==> config.mk <==
export PLATFORM = sky130hd
export DESIGN_NAME = move_scan_sequencer
export DESIGN_NICKNAME = d
export VERILOG_FILES = /design/src/rtl/move_scan_sequencer.sv
export SDC_FILE = /design/constraint.sdc
export NUM_CORES = 1
export LEC_CHECK = 0
export BUFFER_PORTS_ARGS = -buffer_cell sky130_fd_sc_hd__buf_2
export CAP_MARGIN = 0
export CORE_ASPECT_RATIO = 1.1
export CORE_MARGIN = 2
export CORE_UTILIZATION = 51
export DETAILED_ROUTE_END_ITERATION = 8
export PLACE_DENSITY = 0.77
export SLEW_MARGIN = 10
export SYNTH_ARGS = -nofsm -noshare
export SYNTH_HDL_FRONTEND = slang
export SYNTH_SLANG_ARGS = --single-unit
==> constraint.sdc <==
create_clock -name clk -period 2.1 [get_ports clk]
set_clock_uncertainty 0.2 [all_clocks]
set_input_delay 0.21 -clock clk [delete_from_list [all_inputs] [get_ports clk]]
set_output_delay 0.21 -clock clk [all_outputs]
set_load 0.05 [all_outputs]
==> src/rtl/move_scan_sequencer.sv <==
// move_scan_sequencer: walks the board one square at a time, handshaking
// with the per-square move generator, counts squares that yielded at least
// one legal move, and issues a single update strobe after a complete pass.
module move_scan_sequencer #(
  parameter int NUM_SQUARES = 64,
  parameter int SQ_W        = 6,
  parameter int CNT_W       = 8
) (
  input  logic             clk,
  input  logic             reset,
  input  logic             init,
  input  logic             software_stop,
  input  logic             sq_ack,
  input  logic             move_valid,
  output logic             gen,
  output logic             update,
  output logic [SQ_W-1:0]  square,
  output logic [CNT_W-1:0] move_count,
  output logic             busy,
  output logic             done
);

  typedef enum logic [2:0] {
    S_IDLE   = 3'd0,
    S_LOAD   = 3'd1,
    S_SCAN   = 3'd2,
    S_UPDATE = 3'd3,
    S_DONE   = 3'd4
  } state_t;

  localparam logic [SQ_W-1:0]  LAST_SQ = SQ_W'(NUM_SQUARES - 1);
  localparam logic [CNT_W-1:0] CNT_MAX = {CNT_W{1'b1}};

  state_t           state_q, state_d;
  logic [SQ_W-1:0]  square_q, square_d;
  logic [CNT_W-1:0] count_q, count_d;

  // A generator acknowledge only matters while scanning and not aborting.
  logic scan_ack;
  assign scan_ack = (state_q == S_SCAN) && sq_ack && !software_stop;

  // State and datapath registers; reset clears everything immediately.
  always_ff @(posedge clk or posedge reset) begin
    if (reset) begin
      state_q  <= S_IDLE;
      square_q <= '0;
      count_q  <= '0;
    end else begin
      state_q  <= state_d;
      square_q <= square_d;
      count_q  <= count_d;
    end
  end

  // Next-state logic; software_stop outranks every other request.
  always_comb begin
    state_d = state_q;
    unique case (state_q)
      S_IDLE: begin
        if (init && !software_stop) state_d = S_LOAD;
      end
      S_LOAD: begin
        state_d = software_stop ? S_IDLE : S_SCAN;
      end
      S_SCAN: begin
        if (software_stop)                       state_d = S_IDLE;
        else if (sq_ack && square_q == LAST_SQ)  state_d = S_UPDATE;
      end
      S_UPDATE: begin
        state_d = software_stop ? S_IDLE : S_DONE;
      end
      S_DONE: begin
        if (software_stop) state_d = S_IDLE;
        else if (init)     state_d = S_LOAD;
      end
      default: state_d = S_IDLE;
    endcase
  end

  // Square index and saturating move counter; both hold on abort for debug.
  always_comb begin
    square_d = square_q;
    count_d  = count_q;
    if (state_q == S_LOAD && !software_stop) begin
      square_d = '0;
      count_d  = '0;
    end else if (scan_ack) begin
      if (move_valid && count_q != CNT_MAX) count_d = count_q + 1'b1;
      // The last square is kept rather than wrapped so it stays visible.
      if (square_q != LAST_SQ) square_d = square_q + 1'b1;
    end
  end

  // Moore outputs decoded from the registered state.
  always_comb begin
    gen        = (state_q == S_SCAN);
    update     = (state_q == S_UPDATE);
    busy       = (state_q == S_LOAD) || (state_q == S_SCAN) || (state_q == S_UPDATE);
    done       = (state_q == S_DONE);
    square     = square_q;
    move_count = count_q;
  end

endmodule

=== Yosys cells after proc, flatten, opt, wreduce, memory -nomap -nowiden ===
Cells that the tools add are included.

* Input port bits: 6
* Bits in registers: 17
* Output and inout port bits: 18
* Word-level logic and storage cells: 45

* Reductions and logical operators: 16
* Add/subtract/negate cells: 2
* Equality and inequality tests: 10
* Multiplexer cells: 14

{| class="wikitable"
|+ Operators with widths
! cell !! number
|-
| $mux W8 || 3
|-
| $mux W3 || 6
|-
| $mux W6 || 3
|-
| $pmux W3 S5 || 1
|-
| $add A8 B1 Y8 const B || 1
|-
| $ne A8 B8 Y1 const B || 1
|-
| $add A6 B1 Y6 const B || 1
|-
| $eq A3 B2 Y1 const B || 2
|-
| $eq A6 B6 Y1 const B || 1
|-
| $logic_and A1 B1 Y1 || 6
|-
| $ne A6 B6 Y1 const B || 1
|-
| $reduce_bool A2 Y1 || 3
|-
| $reduce_and A2 Y1 || 2
|-
| $eq A3 B1 Y1 const B || 1
|-
| $eq A3 B3 Y1 const B || 1
|-
| $logic_not A3 Y1 || 1
|-
| $ne A3 B2 Y1 const B || 1
|-
| $ne A3 B3 Y1 const B || 1
|-
| $reduce_and A3 Y1 || 1
|-
| $logic_or A1 B1 Y1 || 2
|-
| $mux W2 || 1
|-
| $ne A2 B2 Y1 const B || 1
|-
| $logic_not A1 Y1 || 1
|}

=== Depth between registers and ports, before layout ===
Gate-level depths: netlist (run 1).

* Depth after elaboration: 5
* Depth in mapped cells: 5
* Mapped depth without buffers: 5

=== Least setup slack after synthesis (run 1) ===
Ideal clock, no wire load.

* Path type: register to register
* Start point: register square_q[0] (netlist: square[0])
* End point: register square_q[4] (netlist: square[4])
* Setup time: 0.150 ns
* Data arrival time: 1.880 ns
* Cell stages (with the launch flop): 6
* Period minus slack after synthesis: 2.230 ns
* Setup slack: -0.130 ns
* Cell sequence: dfrtp_1 > ha_1 > and4_1 > a2111oi_4 > nand4_1 > mux2i_1

* Cells in the longest elaborated chain, start to end: 4
* Elaborated cells between the ends (all ways): 7
* Classes of those cells: add/sub: 1; eq/ne: 1; mux: 3; reduce/logical: 2

{| class="wikitable"
|+ Ends and longest elaborated chain
! item !! line !! source
|-
| from (decl) || 35 || <nowiki>logic [SQ_W-1:0] square_q, square_d;</nowiki>
|-
| from (signal assigned) || 50 || <nowiki>square_q <= square_d;</nowiki>
|-
| $add A6 B1 Y6 || 90 || <nowiki>if (square_q != LAST_SQ) square_d = square_q + 1'b1;</nowiki>
|-
| $mux W6 || 90 ||
|-
| $mux W6 || 87 || <nowiki>end else if (scan_ack) begin</nowiki>
|-
| $mux W6 || 84 || <nowiki>if (state_q == S_LOAD && !software_stop) begin</nowiki>
|}

Several ways; a longest one is shown, not always the timed one. The select of a mux whose other input is x is not followed.
A chain may end at the register's enable or synchronous reset.

=== Final worst setup path (run 1) ===
* Start point: register square_q[0] (netlist: square[0])
* End point: register square_q[0] (netlist: square[0])

Same word-level chain as after synthesis.

==> results of run 1 <==
area by class of cell:
cell class / count / area [sq um]
clock buffer: 4 / 26.28
tap: 18 / 22.52
inverter: 6 / 27.53
fill: 161 / 591.8
multi-input combinational: 68 / 488.0
timing repair buffer: 31 / 177.7
sequential: 17 / 427.9
per-stage QoR:
step / setup WS [ns] / util / instances
after detailed placement: 0.07867 / 0.6335 / 137
after global placement: 0.1635 / 0.6335 / 137
after global routing: 0.05556 / 0.6641 / 144
after CTS: 0.05419 / 0.6541 / 142
final: 0.1223 / 0.6641 / 144
after floorplan: 0.03797 / - / 92
synth_stat cells (all sizes together), types with 2 or more instances:
library cell,number
or3,2
mux2i,4
nand2,6
a2111oi,2
nor4,2
and2,2
xnor2,3
nor2,10
o31ai,2
nand4,3
a21oi,4
inv,5
nand3,3
ha,2
dfrtp,17
o21ai,4
worst max-delay path: cells and delay by family, from the launching register on:
kind	cells	cell delay, ns
flops	1	0.43
compound gates	1	0.43
simple gates	2	0.28
fa+ha+maj	1	0.23
buf+inv	1	0.18
xor+xnor	1	0.12
placed cells by master (no fill, tap or decap), types with 2 or more instances in the layout:
master / netlist / layout
mux2i_1: 4 / 4
buf_4: 0 / 7
dfrtp_1: 17 / 15
nand3_1: 3 / 3
o21ai_0: 2 / 2
nor2_1: 10 / 10
dfrtp_2: 0 / 2
inv_1: 5 / 5
a21oi_1: 4 / 4
clkbuf_4: 0 / 3
nand4_1: 3 / 3
xnor2_1: 3 / 3
and2_1: 2 / 2
ha_1: 2 / 2
buf_2: 0 / 23
o21ai_1: 2 / 2
nand2_1: 6 / 6
or3_1: 2 / 2
o31ai_1: 2 / 2
nor4_1: 2 / 2
power by group:
| group | switching (mW) | internal (mW) | total (mW) |
|---|---|---|---|
| combinational | 0.146 | 0.0650 | 0.211 |
| sequential | 0.0190 | 0.350 | 0.369 |
| clock | 0.0954 | 0.0737 | 0.169 |
| total | 0.261 | 0.488 | 0.749 |
flip-flops by register name, summed over array words and instances, names as in the netlist:
register and cells:
move_count 8, state_q 3, square 6
kinds of logic after synthesis:
logic type,Yosys count
AND/OR/NAND/NOR,41
AO/OA/AOI/OAI,17
flip-flops,17
buffers and inverters,7
XOR/XNOR,4
multiplexers,4
adder cells (fa/ha/maj),2
final timing paths:
| check | endpoint | slack [ns] |
|---|---|---|
| hold reg to reg | move_count[6] | 0.37 |
| setup / recovery | square[0] | 0.12 |
| min in group asynchronous | square[2] | 0.35 |
| max in group asynchronous | square[1] | 0.91 |
| hold / removal | state_q[0] | 0.03 |
| setup reg to reg | square[0] | 0.12 |
layer usage:
metal | track usage | vias up | part of all wire
met2 | 0.3952 | 24 | 0.53
met4 | 0.06863 | 0 | 0.015
met3 | 0.02222 | 4 | 0.048
met1 | 0.2326 | 418 | 0.41
met5 | 0 | - | 0
li1 | - | 413 | -
timing repair:
item / CTS / global route
setup endpoints to repair: 0 / 1
resized for setup: 0 / 2
hold buffers: 1 / 0
endpoints found under the hold margin: 17 / 0
buffers inserted: 0 / 2
==> impl_metrics.py, run 1 <==
metrics = {
    "status": {
        "status": "finished clean",
    },
    "min_path": {
        "hold_depth": 2,
        "hp-start": "software_stop",
        "hp-class": "in -> reg",
    },
    "yosys": {
        "yosys.cell_types.count": 39,
        "async_reset_ff_frac": 1.000,
        "synth_edf_count": 0,
        "syn_nets": 100,
        "synth_compound_area_frac": 0.1554,
        "yosys.area.top_type": "dfrtp_1",
        "yosysWarnings": 0,
        "synth_mux_area_frac": 0.04250,
        "ys.flop_type": "dfrtp_1",
        "ys_seq_elements": 17,
        "synthAdderAreaFrac": 0.02656,
        "syn_avg_cell_area_sq_um": 10.24,
        "yosys-top-cells-area": "dfrtp_1, mux2i_1, nor2_1, a2111oi_4, o311ai_4",
        "syn_area_sq_um": 942.2,
        "synthSimpleGateAreaFrac": 0.2537,
        "synth_top_family_by_area": "simple AND/OR/NAND/NOR gates",
        "yosysSeqAreaShare": 0.4515,
        "yosysTopAreaCellShare": 0.4515,
        "synth_xor_area_frac": 0.03718,
        "synth_cells": 92,
    },
    "setup_path": {
        "crit_type": "reg -> reg",
        "critPathLaunch": "square[0]",
        "crit_path_max_fanout": 4,
        "cp-start-kind": "flop",
        "r2r_start": "square[0]",
        "cp_data_arrival_time_ns": 1.96,
        "cp_slowest_cell": "dfrtp_2",
        "required_ns": 2.08,
        "cp_cell_sequence": "ha_1 -> and4_4 -> a2111oi_4 -> buf_4 -> xnor2_1 -> nor2_1",
        "reg2reg_depth": 6,
        "critPathMaxStageDelay_ns": 0.43,
        "endpoint_kind": "flop",
    },
    "layout": {
        "antennaDiodeCount": 0,
        "final_cell_area_sq_um": 1170,
        "drive_gt1_frac": 0.3254,
        "area_delta_synth_final_pct": 24.17,
        "finalNetCount": 135,
    },
    "routing": {
        "post_drt_wl_per_cell_microns": 14.52,
        "wl_microns": 2091,
        "vias": 859,
        "ant_nets": 0,
        "drt_iter0_drc": 17,
        "viasPerCell": 5.965,
        "remaining_drc_errors": 0,
        "first_pass_iters": 4,
    },
    "placed_design": {
        "io_buffers": 23,
        "dpl-instance-area_sq_um": 1116,
        "dp.final_hpwl_microns": 1575,
        "gp_congestion": 0.8028,
    },
    "grt": {
        "grt_first_pass_wirelength_microns": 3470,
        "grt_max_degree": 18,
        "track_usage": 0.2103,
        "overflow": 0,
        "grt_pass1_vias": 831,
        "antenna_found_initial": 0,
    },
    "pwr": {
        "finalPower_mw": 0.7489,
        "vdd_drop_max_uv": 656.1,
        "power_density_nw_per_um2": 640.1,
        "power_leakage_nw": 0.5798,
    },
    "floorplan": {
        "fp.dieW_microns": 44.98,
        "die_area_sq_um": 2208,
        "io_pins": 24,
        "coreArea_sq_um": 1762,
        "start_util": 0.5348,
        "rows": 16,
        "die_h_microns": 49.08,
    },
    "timing": {
        "fin_crit_ns": 1.978,
        "fin_hold_ws_ns": 0.03321,
        "rsz0062_at_grt": "false",
        "clock.fmax_mhz": 505.6,
        "tightest_slew_ns": 0.6417,
        "slew_headroom": 0.5717,
        "finalCritPeriodShare": 0.9418,
        "setup_tns_ns": 0,
        "final_hold_viol_count": 0,
        "drv_slew": 0,
        "setup_viol": 0,
    },
    "clock_tree": {
        "cts-root-buf": "clkbuf_4",
        "cts_tree": "done",
        "cts.sinks": 17,
        "htreeDepth": 1,
        "cts_made_buffers": 3,
        "path_clk_slew_ns": 0.10,
        "worstSkewPairLatency_ns": 0.28,
        "cts_buffer_depth": 2,
    },
    "flow_run": {
        "drv_cap": 0,
    },
}
(Power assumes the default switching activity.)
==> run 2, diff against run 1 <==
--- a/config.mk
+++ b/config.mk
@@ -10,8 +10,10 @@
 export CORE_ASPECT_RATIO = 1.1
 export CORE_MARGIN = 2
 export CORE_UTILIZATION = 51
+export CTS_CLUSTER_DIAMETER = 40
 export DETAILED_ROUTE_END_ITERATION = 8
 export PLACE_DENSITY = 0.77
+export SETUP_SLACK_MARGIN = 0.4
 export SLEW_MARGIN = 10
 export SYNTH_ARGS = -nofsm -noshare
 export SYNTH_HDL_FRONTEND = slang
==> run 2 against run 1 <==
Compared with the run above: fmax grew 3.7%; via count grew 7.7%; sequential share of layout area shrank 6.5 points; first-iteration DRC count shrank 35%; setup slack gained 0.070 ns; highest routed layer unchanged; clock power grew 2%; hold slack lost 0.016 ns; utilization grew 16 points; design area grew 24%; final cell count grew 9.0%; largest power group unchanged.
==> impl_metrics.py, run 2 (synthesized netlist as in run 1, its figures left out) <==
metrics = {
    "status": {
        "status": "finished clean",
    },
    "pwr": {
        "vdd_drop_max_uv": 556.1,
        "power_frac_seq": 0.462,
        "netSwitchingFraction": 0.3555,
        "finalPower_mw": 0.8121,
        "power_leakage_nw": 0.6957,
        "power_density_nw_per_um2": 557.6,
        "p_sw_mw": 0.2887,
        "pwr-share-comb": 0.324,
        "p_clk_frac": 0.214,
        "power.internal_mw": 0.5234,
    },
    "routing": {
        "vias": 925,
        "wl_microns": 2587,
        "remaining_drc_errors": 0,
        "drt_iter0_drc": 11,
        "ant_nets": 0,
        "post_drt_wl_per_cell_microns": 16.48,
        "first_pass_iters": 4,
        "viasPerCell": 5.892,
    },
    "placed_design": {
        "io_buffers": 23,
        "gp_congestion": 0.7940,
        "place_ws_ns": 0.1212,
        "placed_cells": 137,
        "dp.final_hpwl_microns": 1657,
    },
    "setup_path": {
        "cp_top_family": "simple AND/OR/NAND/NOR gates",
        "cp_slowest_cell": "or3b_4",
        "crit_path_max_fanout": 6,
        "cp_cell_sequence": "or3b_4 -> clkinv_8 -> o311ai_4 -> buf_4 -> buf_6 -> o211ai_1 -> o31ai_1",
        "crit_buf_inv": 3,
        "crit_type": "reg -> reg",
        "cp_data_arrival_time_ns": 1.88,
        "critPathMaxStageDelay_ns": 0.47,
        "required_ns": 2.07,
        "cp-start-kind": "flop",
        "endpoint_kind": "flop",
    },
    "floorplan": {
        "rows": 16,
        "io_pins": 24,
        "die_h_microns": 49.08,
        "die_area_sq_um": 2208,
        "coreArea_sq_um": 1762,
        "start_util": 0.5348,
        "fp.dieW_microns": 44.98,
    },
    "grt": {
        "top_usage_layer": "met2",
        "grt.met1_usage": 0.2919,
        "overflow": 0,
        "grt_first_pass_wirelength_microns": 4202,
        "grt_util_met2": 0.4643,
        "use_met3": 0.02222,
        "track_usage": 0.2524,
        "grt_pass1_vias": 962,
        "antenna_found_initial": 0,
        "grt_max_degree": 18,
    },
    "min_path": {
        "hp-class": "in -> reg",
    },
    "clock_tree": {
        "cts-root-buf": "clkbuf_4",
        "cts_made_buffers": 3,
        "cts_buffer_depth": 2,
        "cts.sinks": 17,
        "cts_tree": "done",
        "path_clk_slew_ns": 0.10,
        "htreeDepth": 1,
        "worstSkewPairLatency_ns": 0.28,
    },
    "timing": {
        "setup_tns_ns": 0,
        "setup_viol": 0,
        "tightest_slew_ns": 0.6327,
        "finalCritPeriodShare": 0.9083,
        "drv_slew": 0,
        "rsz0062_at_grt": "true",
        "timing.final.ws_setup_ns": 0.1927,
        "fin_crit_ns": 1.907,
        "clock.fmax_mhz": 524.3,
        "slew_headroom": 0.5778,
        "final_hold_viol_count": 0,
    },
    "layout": {
        "fin_cells": 157,
        "antennaDiodeCount": 0,
        "finalNetCount": 148,
        "layout_common_cells": "buf_2, buf_4, dfrtp_2",
        "largest_reg_flops": 8,
        "final_common_cell": "buf_2",
        "drive_gt1_frac": 0.5540,
        "area_delta_synth_final_pct": 54.58,
        "fillers": 98,
    },
    "flow_run": {
        "drv_cap": 0,
    },
}
-- run 2: cell types whose count changed in the layout (fill, tap and decap cells not counted), sizes merged --
cell	delta
clkinv	+1
buf	+13
clkbuf	-1
-- run 2: worst reg2reg max path, stage by stage, from the launching register on --
cell      delay (ns)
dfrtp_1         0.40
or3b_4          0.47
clkinv_8        0.07
o311ai_4        0.12
buf_4           0.17
buf_6           0.12
o211ai_1        0.15
o31ai_1         0.10
-- run 2: worst paths after layout --
check | start | to | slack [ns] | cells past startpoint
max in group asynchronous | reset | square[1] | 0.92 | 3
min | software_stop | state_q[2] | 0.02 | 2
max | state_q[0] | move_count[2] | 0.19 | 7
min reg2reg | square[4] | square[4] | 0.35 | 1
max reg2reg | state_q[0] | move_count[2] | 0.19 | 7
min in group asynchronous | reset | state_q[1] | 0.34 | 3
-- run 2: through the flow --
| step | area (sq um) | utilization | hold slack (ns) |
|---|---|---|---|
| 2_1_floorplan | 1003 | - | -0.06462 |
| 3_3_place_gp | 1175 | 0.6669 | 0.1199 |
| 3_5_place_dp | 1175 | 0.6669 | 0.1216 |
| 4_1_cts | 1358 | 0.7706 | 0.005752 |
| 5_1_grt | 1456 | 0.8267 | 0.02701 |
| 6_report | 1456 | 0.8267 | 0.01696 |
-- run 2: power by group through the flow --
stage | Combinational (mW) | Sequential [mW] | Clock [mW]
global route | 0.281 | 0.378 | 0.190
finish | 0.264 | 0.375 | 0.173
global placement | 0.195 | 0.385 | 0
floorplan | 0.0820 | 0.447 | 0
CTS | 0.239 | 0.374 | 0.175
detailed placement | 0.201 | 0.387 | 0
-- run 2: layer usage --
metal | routed length (microns) | up-vias | share of wire
met4 | 57 | 0 | 0.022
li1 | - | 433 | -
met3 | 119 | 8 | 0.046
met5 | 0 | - | 0
met1 | 1020 | 450 | 0.39
met2 | 1390 | 34 | 0.54
-- run 2: cell type report --
class | count | area [sq um] | area share
clock buffer | 3 | 22.52 | 0.01546
clock inverter | 1 | 5.005 | 0.003436
inverter | 6 | 35.03 | 0.02405
multi-input combinational | 68 | 608.1 | 0.4175
sequential | 17 | 437.9 | 0.3007
tap | 18 | 22.52 | 0.01546
timing repair buffer | 44 | 325.3 | 0.2234
-- run 2: repair_timing --
| action | in CTS | in global routing |
|---|---|---|
| pin swaps | 13 | 9 |
| endpoints found under the setup margin | 16 | 16 |
| hold buffers | 1 | 0 |
| gates resized for setup | 12 | 19 |
| endpoints found under the hold margin | 17 | 0 |
| buffers inserted | 11 | 4 |
==> run 3, diff against run 2 <==
--- a/config.mk
+++ b/config.mk
@@ -9,10 +9,10 @@
 export CAP_MARGIN = 0
 export CORE_ASPECT_RATIO = 1.1
 export CORE_MARGIN = 2
-export CORE_UTILIZATION = 51
+export CORE_UTILIZATION = 46
 export CTS_CLUSTER_DIAMETER = 40
 export DETAILED_ROUTE_END_ITERATION = 8
-export PLACE_DENSITY = 0.77
+export PLACE_DENSITY = 0.74
 export SETUP_SLACK_MARGIN = 0.4
 export SLEW_MARGIN = 10
 export SYNTH_ARGS = -nofsm -noshare
==> constraint.sdc (replaced) <==
create_clock -name clk -period 1.59 [get_ports clk]
set_clock_uncertainty 0.2 [all_clocks]
set_input_delay 0.159 -clock clk [delete_from_list [all_inputs] [get_ports clk]]
set_output_delay 0.159 -clock clk [all_outputs]
set_load 0.05 [all_outputs]
==> run 3 against run 2 <==
Compared with the run above: the flow now finishes with violations (negative setup slack); hold slack better by 0.087 ns; count of clock-buffer cells in the layout up 1; combinational power grew 95%; fmax decreased by 3.1%; sequential cell count did not move; critical path type unchanged; critical endpoint is now move_count[7]; largest power group is now combinational cells.
==> impl_metrics.py, run 3 (synthesized netlist as in run 1, its figures left out) <==
metrics = {
    "grt": {
        "grt_max_degree": 18,
        "antenna_found_initial": 0,
        "track_usage": 0.3475,
        "grt_pass1_vias": 1189,
        "overflow": 0,
        "grt_first_pass_wirelength_microns": 5644,
    },
    "floorplan": {
        "start_util": 0.4763,
        "coreArea_sq_um": 1978,
        "die_area_sq_um": 2427,
        "die_h_microns": 51.47,
        "io_pins": 24,
        "rows": 17,
        "fp.dieW_microns": 47.15,
    },
    "pwr": {
        "vdd_drop_max_uv": 933.9,
        "finalPower_mw": 1.262,
        "power_leakage_nw": 0.8309,
        "power_density_nw_per_um2": 667.7,
    },
    "setup_path": {
        "endpoint_kind": "flop",
        "cp_cell_sequence": "or3b_4 -> buf_4 -> buf_6 -> nor4_4 -> nor2_1 -> nor3_1",
        "cp-start-kind": "flop",
        "crit_type": "reg -> reg",
        "required_ns": 1.60,
        "cp_slowest_cell": "or3b_4",
        "critPathMaxStageDelay_ns": 0.49,
        "cp_data_arrival_time_ns": 1.98,
        "crit_path_max_fanout": 5,
    },
    "layout": {
        "largest_reg_flops": 8,
        "finalNetCount": 170,
        "final_common_cell": "buf_6",
        "layout_common_cells": "buf_6, buf_4, buf_8",
        "antennaDiodeCount": 0,
        "area_delta_synth_final_pct": 100.7,
        "drive_gt1_frac": 0.6646,
    },
    "placed_design": {
        "gp_congestion": 0.7699,
        "dp.final_hpwl_microns": 1914,
        "io_buffers": 23,
    },
    "clock_tree": {
        "cts_buffer_depth": 2,
        "cts_tree": "done",
        "cts.sinks": 17,
        "path_clk_slew_ns": 0.10,
        "cts-root-buf": "clkbuf_4",
        "cts_made_buffers": 3,
        "worstSkewPairLatency_ns": 0.31,
        "htreeDepth": 1,
    },
    "routing": {
        "post_drt_wl_per_cell_microns": 23.39,
        "remaining_drc_errors": 0,
        "ant_nets": 0,
        "wl_microns": 4420,
        "viasPerCell": 5.894,
        "drt_iter0_drc": 45,
        "vias": 1114,
        "first_pass_iters": 4,
    },
    "timing": {
        "rsz0062_at_grt": "true",
        "setup_tns_ns": -4.442,
        "timing.final.ws_setup_ns": -0.3782,
        "setup_viol": 18,
        "tightest_slew_ns": 0.4218,
        "final_hold_viol_count": 0,
        "fin_crit_ns": 1.968,
        "slew_headroom": 0.7188,
        "finalCritPeriodShare": 1.238,
        "fin_hold_ws_ns": 0.1035,
        "clock.fmax_mhz": 508.1,
        "drv_slew": 0,
    },
    "status": {
        "status": "finished with violations",
        "violations": "negative setup slack",
    },
    "flow_run": {
        "drv_cap": 0,
    },
    "min_path": {
        "hp-class": "in -> reg",
    },
}
run 3: cell types whose count changed in the layout (fill, tap and decap cells not counted), sizes merged:
cell / before / now
clkinv: 2 / 1
clkbuf: 3 / 4
buf: 43 / 63
dlygate4sd3: 1 / 3
run 3: cell type report:
cell class	count	area, sq um
inverters	6	35.03
multi-input cells	68	654.4
repair buffers	66	696.9
clock buffers	4	26.28
well taps	28	35.03
fillers	44	87.58
flip-flops and latches	17	442.9
run 3: final timing paths:
| kind | slack [ns] | cells after the start | to | from |
|---|---|---|---|---|
| max | -0.38 | 6 | move_count[7] | state_q[2] |
| min | 0.10 | 3 | state_q[0] | software_stop |
| max reg2reg | -0.38 | 6 | move_count[7] | state_q[2] |
| min reg2reg | 0.40 | 1 | move_count[6] | move_count[6] |
| max in group asynchronous | 0.73 | 4 | move_count[7] | reset |
| min in group asynchronous | 0.24 | 4 | move_count[0] | reset |
run 3: repair_timing:
item	in CTS	in global routing
setup endpoints to repair	35	35
gates resized for setup	81	16
setup buffers	6	4
hold buffers	3	0
pin swaps	12	7
hold endpoints to repair	19	0
run 3: power by group:
| group | leakage, nW | internal [mW] | switching [mW] |
|---|---|---|---|
| Clock | 0.0150 | 0.0979 | 0.152 |
| Combinational | 0.604 | 0.243 | 0.271 |
| Sequential | 0.212 | 0.463 | 0.0346 |
run 3: per-layer routing:
layer | share of wire | track usage
met1 | 0.39 | 0.3767
met2 | 0.52 | 0.5662
met3 | 0.052 | 0.1131
met4 | 0.037 | 0.2083
met5 | 0 | 0
run 3: stage by stage:
| step | std cells | instance area, sq um | setup slack, ns | utilization |
|---|---|---|---|---|
| floorplan | 92 | 1012 | -0.3572 | - |
| global placement | 172 | 1384 | -0.3044 | 0.6996 |
| detailed placement | 172 | 1384 | -0.3520 | 0.6996 |
| CTS | 185 | 1789 | -0.2732 | 0.9045 |
| global route | 189 | 1891 | -0.4339 | 0.9557 |
| finish | 189 | 1891 | -0.3782 | 0.9557 |
run 3: worst max-delay path, delay by kind of cell, from the launching register on:
family                 cells  cell delay [ns]
flip-flops                 1             0.40
buffers and inverters      2             0.28
AND/OR/NAND/NOR            4             0.99
